<file path="src/rtl/fir_coeff_loader.sv">
// fir_coeff_loader: reprograms the FIR filter coefficient RAM.
// The host streams NUM_TAPS coefficients over a valid/ready handshake. The
// loader raises the filter's update flag, waits SETTLE cycles, writes each
// accepted coefficient to RAM addresses 0..NUM_TAPS-1 with a one-cycle
// active-low strobe, waits SETTLE more cycles and drops the flag again.
//
// Handshake (iCoeffValid / oCoeffReady): a coefficient is transferred on
// every rising edge where both are high. oCoeffReady is registered, is high
// only in WRITE, and never depends combinationally on iCoeffValid. Once it
// is high it stays high until the last coefficient is accepted. iCoeff is
// only sampled on a transfer edge. iCoeffValid may be dropped at any time,
// which stalls the load.
//
// Load timeline with iCoeffValid held high. e0 is the edge that samples
// iLoadStart.
//   e0                  : ENTER, flag = 1, busy = 1
//   e0+SETTLE           : WRITE, ready still low
//   e0+SETTLE+1         : ready rises
//   next NUM_TAPS edges : one transfer per edge, one write strobe per cycle
//   last transfer edge  : ready drops, DRAIN (last strobe is still driven)
//   +1                  : strobe released, EXIT
//   +SETTLE             : IDLE, flag = 0, done pulse
//
// oFsmState exposes the current state for observation.

module fir_coeff_loader #(
    parameter int NUM_TAPS = 40,
    parameter int ADDR_W   = 6,
    parameter int DATA_W   = 16,
    parameter int SETTLE   = 2
) (
    input  logic              iClk12M,
    input  logic              iRsn,
    input  logic              iLoadStart,
    input  logic              iAbort,
    input  logic              iCoeffValid,
    input  logic [DATA_W-1:0] iCoeff,
    output logic              oCoeffReady,
    output logic              oCoeffUpdateFlag,
    output logic              oCsnRam,
    output logic              oWrnRam,
    output logic [ADDR_W-1:0] oAddrRam,
    output logic [DATA_W-1:0] oWtDtRam,
    output logic              oBusy,
    output logic              oDone,
    output logic              oErr,
    output logic [2:0]        oFsmState
);

    typedef enum logic [2:0] {
        IDLE  = 3'd0,
        ENTER = 3'd1,
        WRITE = 3'd2,
        DRAIN = 3'd3,
        EXIT  = 3'd4
    } loadStateT;

    localparam logic [ADDR_W-1:0] LAST_IDX   = ADDR_W'(NUM_TAPS - 1);
    localparam logic [3:0]        SETTLE_CNT = 4'(SETTLE);

    // Registered state and outputs
    loadStateT         state;
    logic [3:0]        settleCnt;
    logic [ADDR_W-1:0] tapIdx;
    logic              flagReg;
    logic              csnReg;
    logic              wrnReg;
    logic [ADDR_W-1:0] addrReg;
    logic [DATA_W-1:0] dataReg;
    logic              readyReg;
    logic              doneReg;
    logic              errReg;

    // Next-state values
    loadStateT         stateNext;
    logic [3:0]        settleNext;
    logic [ADDR_W-1:0] tapNext;
    logic              flagNext;
    logic              csnNext;
    logic              wrnNext;
    logic [ADDR_W-1:0] addrNext;
    logic [DATA_W-1:0] dataNext;
    logic              readyNext;
    logic              doneNext;
    logic              errNext;

    logic              handshake;

    // readyReg is only ever high in WRITE, so this needs no state qualifier.
    assign handshake = iCoeffValid & readyReg;

    // State register: every output is a flop, reset drops a load silently.
    always_ff @(posedge iClk12M) begin
        if (!iRsn) begin
            state     <= IDLE;
            settleCnt <= 4'd0;
            tapIdx    <= '0;
            flagReg   <= 1'b0;
            csnReg    <= 1'b1;
            wrnReg    <= 1'b1;
            addrReg   <= '0;
            dataReg   <= '0;
            readyReg  <= 1'b0;
            doneReg   <= 1'b0;
            errReg    <= 1'b0;
        end else begin
            state     <= stateNext;
            settleCnt <= settleNext;
            tapIdx    <= tapNext;
            flagReg   <= flagNext;
            csnReg    <= csnNext;
            wrnReg    <= wrnNext;
            addrReg   <= addrNext;
            dataReg   <= dataNext;
            readyReg  <= readyNext;
            doneReg   <= doneNext;
            errReg    <= errNext;
        end
    end

    // Next-state and output decode; abort overrides everything outside IDLE.
    always_comb begin
        stateNext  = state;
        settleNext = settleCnt;
        tapNext    = tapIdx;
        flagNext   = flagReg;
        csnNext    = 1'b1;
        wrnNext    = 1'b1;
        addrNext   = addrReg;
        dataNext   = dataReg;
        readyNext  = 1'b0;
        doneNext   = 1'b0;
        errNext    = 1'b0;

        case (state)
            IDLE: begin
                flagNext = 1'b0;
                tapNext  = '0;
                if (iLoadStart && !iAbort) begin
                    stateNext  = ENTER;
                    flagNext   = 1'b1;
                    settleNext = SETTLE_CNT;
                end
            end

            ENTER: begin
                flagNext = 1'b1;
                if (settleCnt <= 4'd1) begin
                    stateNext  = WRITE;
                    settleNext = 4'd0;
                end else begin
                    settleNext = settleCnt - 4'd1;
                end
            end

            WRITE: begin
                flagNext  = 1'b1;
                readyNext = 1'b1;
                if (handshake) begin
                    csnNext  = 1'b0;
                    wrnNext  = 1'b0;
                    addrNext = tapIdx;
                    dataNext = iCoeff;
                    if (tapIdx == LAST_IDX) begin
                        // The last write is driven while ready falls.
                        stateNext = DRAIN;
                        readyNext = 1'b0;
                        tapNext   = '0;
                    end else begin
                        tapNext = tapIdx + 1'b1;
                    end
                end
            end

            DRAIN: begin
                flagNext   = 1'b1;
                stateNext  = EXIT;
                settleNext = SETTLE_CNT;
            end

            EXIT: begin
                flagNext = 1'b1;
                if (settleCnt <= 4'd1) begin
                    stateNext  = IDLE;
                    settleNext = 4'd0;
                    flagNext   = 1'b0;
                    doneNext   = 1'b1;
                end else begin
                    settleNext = settleCnt - 4'd1;
                end
            end

            default: begin
                stateNext  = IDLE;
                flagNext   = 1'b0;
                tapNext    = '0;
                settleNext = 4'd0;
            end
        endcase

        // A transfer coincident with abort is discarded. A strobe that is
        // already on the RAM pins in this cycle is left to complete.
        if (state != IDLE && iAbort) begin
            stateNext  = IDLE;
            settleNext = 4'd0;
            tapNext    = '0;
            flagNext   = 1'b0;
            csnNext    = 1'b1;
            wrnNext    = 1'b1;
            addrNext   = addrReg;
            dataNext   = dataReg;
            readyNext  = 1'b0;
            doneNext   = 1'b0;
            errNext    = 1'b1;
        end
    end

    assign oCoeffReady      = readyReg;
    assign oCoeffUpdateFlag = flagReg;
    assign oCsnRam          = csnReg;
    assign oWrnRam          = wrnReg;
    assign oAddrRam         = addrReg;
    assign oWtDtRam         = dataReg;
    assign oBusy            = (state != IDLE);
    assign oDone            = doneReg;
    assign oErr             = errReg;
    assign oFsmState        = state;

endmodule

</file>
<file path="config.mk">
export PLATFORM = sky130hd
export DESIGN_NAME = fir_coeff_loader
export DESIGN_NICKNAME = d
export VERILOG_FILES = /design/src/rtl/fir_coeff_loader.sv
export SDC_FILE = /design/constraint.sdc
export NUM_CORES = 1
export LEC_CHECK = 0
export CAP_MARGIN = 25
export CORE_ASPECT_RATIO = 1.1
export CORE_UTILIZATION = 46
export DETAILED_ROUTE_END_ITERATION = 8
export MAX_ROUTING_LAYER = met4
export PLACE_DENSITY = 0.76
export SKIP_CTS_REPAIR_TIMING = 1
export SKIP_LAST_GASP = 1
export SLEW_MARGIN = 20
export SYNTH_ARGS = -nofsm -noshare
export SYNTH_HDL_FRONTEND = slang
export SYNTH_SLANG_ARGS = --single-unit
</file>
<file path="constraint.sdc">
create_clock -name iClk12M -period 2.04 [get_ports iClk12M]
set_input_delay 0.51 -clock iClk12M [delete_from_list [all_inputs] [get_ports iClk12M]]
set_output_delay 0.51 -clock iClk12M [all_outputs]
set_load 0.01 [all_outputs]
</file>
### Word level (Yosys, flattened, before mapping)

Cells that the tools add are included.

| word-level totals | value |
|---|---|
| word-level logic and storage cells | 64 |
| output and inout port bits | 32 |
| bits of input ports | 21 |
| register bits after elaboration | 40 |

| cells by class | value |
|---|---|
| magnitude comparators | 1 |
| multiplexer cells | 20 |
| equality and inequality tests | 10 |
| reductions and logical operators | 15 |
| bitwise gates (word level) | 6 |
| add/subtract/negate cells | 2 |

Operators with widths:

| cell | count |
|---|---|
| $pmux 4 s4 | 1 |
| $mux 3 | 5 |
| $pmux 3 s5 | 1 |
| $mux 6 | 2 |
| $pmux 6 s2 | 1 |
| $reduce_or 3->1 | 4 |
| $ne 2x2->1 const B | 5 |
| $mux 4 | 2 |
| $mux 1 | 7 |
| $add 6x1->6 const B | 1 |
| $eq 3x2->1 const B | 2 |
| $eq 6x6->1 const B | 1 |
| $not 1->1 | 5 |
| $reduce_and 5->1 | 1 |
| $le 4x1->1 const B | 1 |
| $reduce_and 2->1 | 2 |
| $reduce_or 2->1 | 2 |
| $sub 4x1->4 const B | 1 |
| $eq 3x1->1 const B | 1 |
| $eq 3x3->1 const B | 1 |
| $logic_not 3->1 | 1 |
| $pmux 1 s3 | 1 |
| $reduce_and 3->1 | 1 |
| $reduce_bool 3->1 | 1 |
| 3 further kinds | 4 |

### Depth between registers and ports, before layout

| logic depth | value |
|---|---|
| depth in word-level cells | 4 |
| gate-level depth with buffers | 6 |
| depth with buffers taken out | 6 |

### Worst setup path before layout

Ideal clock, no wire load.

| timing path | value |
|---|---|
| path type | register to register |
| from | register state[1] (netlist: oFsmState[1]) |
| to | register dataReg[0] (netlist: oWtDtRam[0]) |
| data required time | 1.924 ns |
| period minus slack after synthesis | 1.755 ns |
| buffers on the path | 2 |
| cell stages (with the launch flop) | 7 |
| data arrival time | 1.638 ns |
| slack | 0.285 ns |
| setup time | 0.116 ns |
| path through | dfxtp_1 buf_4 or3b_1 or3_4 buf_2 nand2_1 a21boi_1 |

| between the ends | value |
|---|---|
| cells in the longest elaborated chain, start to end | 4 |
| elaborated cells on any way between the ends | 5 |
| classes of those cells | eq/ne (1); bitwise (1); reduce/logical (3) |

RTL lines:

| item | RTL line | RTL |
|---|---|---|
| start: declaration | 62 | `loadStateT state;` |
| start signal: assignment | 107 | `state <= stateNext;` |
| $reduce_bool 3->1 | 203 | `if (state != IDLE && iAbort) begin` |
| $logic_and 1x1->1 | 203 |  |
| $not 1->1 (no line) | - |  |
| $reduce_and 3->1 (no line) (*) | - |  |
| end signal: assignment | 114 | `dataReg <= dataNext;` |
| end: declaration | 69 | `logic [DATA_W-1:0] dataReg;` |

Mark *: on every way between the ends. The rest lies on a longest branch, timed or not.
A chain may end at the register's enable or synchronous reset.

### Worst setup path in the final report

| timing path | value |
|---|---|
| from | register state[2] (netlist: oFsmState[2]) |
| to | output oFsmState[2] |

RTL lines:

| item | RTL line | RTL |
|---|---|---|
| end: declaration | 47 | `output logic [2:0] oFsmState` |

No word-level cell between the ends.

==> results.toml <==
[final_layout]
finalNetCount = 289
final_common_cell = "nand2_1"
design_area_mm2 = 0.002492
final_layout_size_suffix_gt1_share_pct = 8.679
area_growth_pct = 41.58
final_cell_mix = "55 x nand2_1, 51 x clkdlybuf4s50_1, 40 x dfxtp_1"
antenna_cells = 0

[worst_setup_path]
path_max_fanout = 10
cp.depth = 2
timing.rr.start = "settleCnt[0]"
worstPathCellList = "buf_4 > clkdlybuf4s50_1"
r2r_setup_slack_ns = 0.21
cp-start-kind = "flop"
crit_arrival_ns = 1.40
crit_type = "flop to primary output"
endpoint_kind = "primary output"
cp_num_buf_inv = 2
crit_family = "buffers and inverters"
cp_slowest_cell = "clkdlybuf4s50_1"
reg2reg_depth = 6
r2r-end = "settleCnt[1]"
critPathRequiredTime_ns = 1.53
worst_path_largest_cell_delay_ns = 0.55

[grt]
antenna_found_initial = 0
grt_max_degree = 25
grt_pass1_vias = 1382
grtUsageTotal_pct = 20.53
grt_pass1_wl_um = 5947
overflow = 0

[worst_hold_path]
holdPathEnd = "oAddrRam[0]"
hp-class = "flop to flop"
hold_depth = 2
hp-start = "oAddrRam[0]"

[logic_synthesis]
synthSimpleGateAreaFrac_pct = 24.88
synth_ff_type = "dfxtp_1"
synth_compound_area_share_pct = 20.47
syn_area_per_cell_um2 = 8.464
ys_seq_elements = 40
netlist_instances = 208
ys_seq_area_share_pct = 45.49
synth_top_family_by_area = "simple AND/OR/NAND/NOR gates"
netlist_area_mm2 = 0.001760
synth_edf_count = 0
synth_fp_nets = 232
ys_async_sr_fraction_pct = 0
yosys.area_share.adder_pct = 2.132
muxShareOfSynthArea_pct = 0.5686
yosysUniqueCellTypes = 43
synthXorXnorAreaFrac_pct = 0.9950
ys.warnings.count = 0

[place]
gp_congestion = 0.8193
preCtsSetupSlack_ns = -0.07921
dpl-instance-area_mm2 = 0.002356
place_hpwl_um = 2706
io_buffers = 52

[floorplanning]
ios = 53
die_y_um = 66.88
die_w_um = 60.99
initial_core_util_pct = 48.17
fp-row-count = 23
fp.dieArea_mm2 = 0.004079
coreArea_mm2 = 0.003655

[detailed_routing]
highest_layer = "met4"
wire_per_inst_um = 12.05
drt-met1-wl_um = 1693
num_vias = 1602
drtIter0Drc = 55
routed_wl_um = 3797
met3_wirelength_um = 223
drt-vias-per-instance = 5.086
post-route-drc-count = 0
drt_pass1_iterations = 4
routed-wl-met2_um = 1829
postRouteAntennaNets = 0

[timing]
skew_ns = 0.007546
hold_slack_ns = 0.4532
fin_crit_sh_pct = 93.63
slew_headroom_pct = 75.03
setup_tns_ns = 0
setup_ws_ns = 0.1300
setup_viol = 0
period_needed_ns = 1.910
slew_violations = 0
rsz0062_at_grt = "false"
hold_violations = 0
timing.fmax_mhz = 523.6
worst_slew_pin_slew_ns = 0.3652

[clock_tree]
htreeDepth = 2
cts_tree = "built"
cts_made_buffers = 5
cts_root_buf = "clkbuf_8"
cts_max_path_buffers = 2
clock_latency_ns = 0.29
clkSinkCount = 40
clkTransAtPathRegs_ns = 0.08

[outcome]
status = "completed"

[power]
power.density_mw_per_mm2 = 691.6
p_leak_nw = 0.8718
irDropWorstVdd_mv = 0.4589

[run]
drv_cap = 0
through the flow:
step / util (%) / std cells / power, mW
after floorplan: - / 208 / 0.9103
after global placement: 64.46 / 308 / 0.9899
after detailed placement: 64.46 / 308 / 0.9911
after CTS: 67.99 / 315 / 1.748
after global routing: 68.20 / 315 / 1.799
final: 68.20 / 315 / 1.724
final cells by class:
class                   count  area (um^2)
repair buffers             62        610.6
clock buffers               5        68.82
clock inverters             2        60.06
fillers                   325         1162
multi-input cells         151        868.3
flip-flops and latches     40        800.8
inverters                   5        21.27
well taps                  50        62.56
cells in the mapped netlist, types with 2 or more instances:
cell type | count | area share (%)
nor3_1 | 6 | 1.7
buf_4 | 5 | 2.1
a21oi_1 | 10 | 2.8
nand2b_1 | 2 | 0.71
a21boi_0 | 2 | 0.85
buf_2 | 3 | 0.85
nand3_1 | 3 | 0.85
o21ai_0 | 6 | 1.7
nor2b_1 | 2 | 0.71
inv_1 | 4 | 0.85
a221oi_1 | 2 | 1.0
or3_1 | 4 | 1.4
nor3b_1 | 4 | 1.7
clkbuf_1 | 3 | 0.64
a21boi_1 | 20 | 8.5
a311oi_1 | 2 | 1.0
nand2_1 | 55 | 12
nor2_1 | 9 | 1.9
ha_1 | 3 | 2.1
dfxtp_1 | 40 | 45
how the worst max path moves through the flow:
stage | start | endpoint | slack [ns]
final | oFsmState[2] | oFsmState[2] | 0.13
after global routing | settleCnt[0] | settleCnt[1] | 0.03
after CTS | oFsmState[1] | oBusy | -0.07
after detailed placement | iCoeffValid | tapIdx[5] | -0.08
after global placement | iCoeffValid | tapIdx[5] | -0.07
after floorplan | oFsmState[1] | oWtDtRam[0] | 0.29
per-layer routing:
layer / vias up / global-route usage (%)
li1: 826 / -
met1: 727 / 22.95
met2: 43 / 33.10
met3: 6 / 6.602
met4: 0 / 9.091
met5: - / -
flip-flops by register name, indices dropped and copies added, names as in the netlist, 3 cells and up:
name       cells
settleCnt      4
oWtDtRam      16
oFsmState      3
tapIdx         6
oAddrRam       6
cells by family after synthesis:
family	count (synthesis)
compound gates	51
xor+xnor	2
fa+ha+maj	3
buf+inv	17
flops	40
mux	1
simple gates	94
worst min-delay path: cells and delay by family, from the launching register on:
kind | cells | cell delay, ns
AND/OR/NAND/NOR | 1 | 0.05
AO/OA/AOI/OAI | 1 | 0.05
flip-flops | 1 | 0.31
power breakdown:
group / internal [mW] / total [mW] / switching, mW
clock network: 0.481 / 0.750 / 0.268
logic: 0.0969 / 0.174 / 0.0775
registers: 0.790 / 0.800 / 0.00958
total: 1.37 / 1.72 / 0.355
Note: power is estimated with default switching activity, not from simulation.
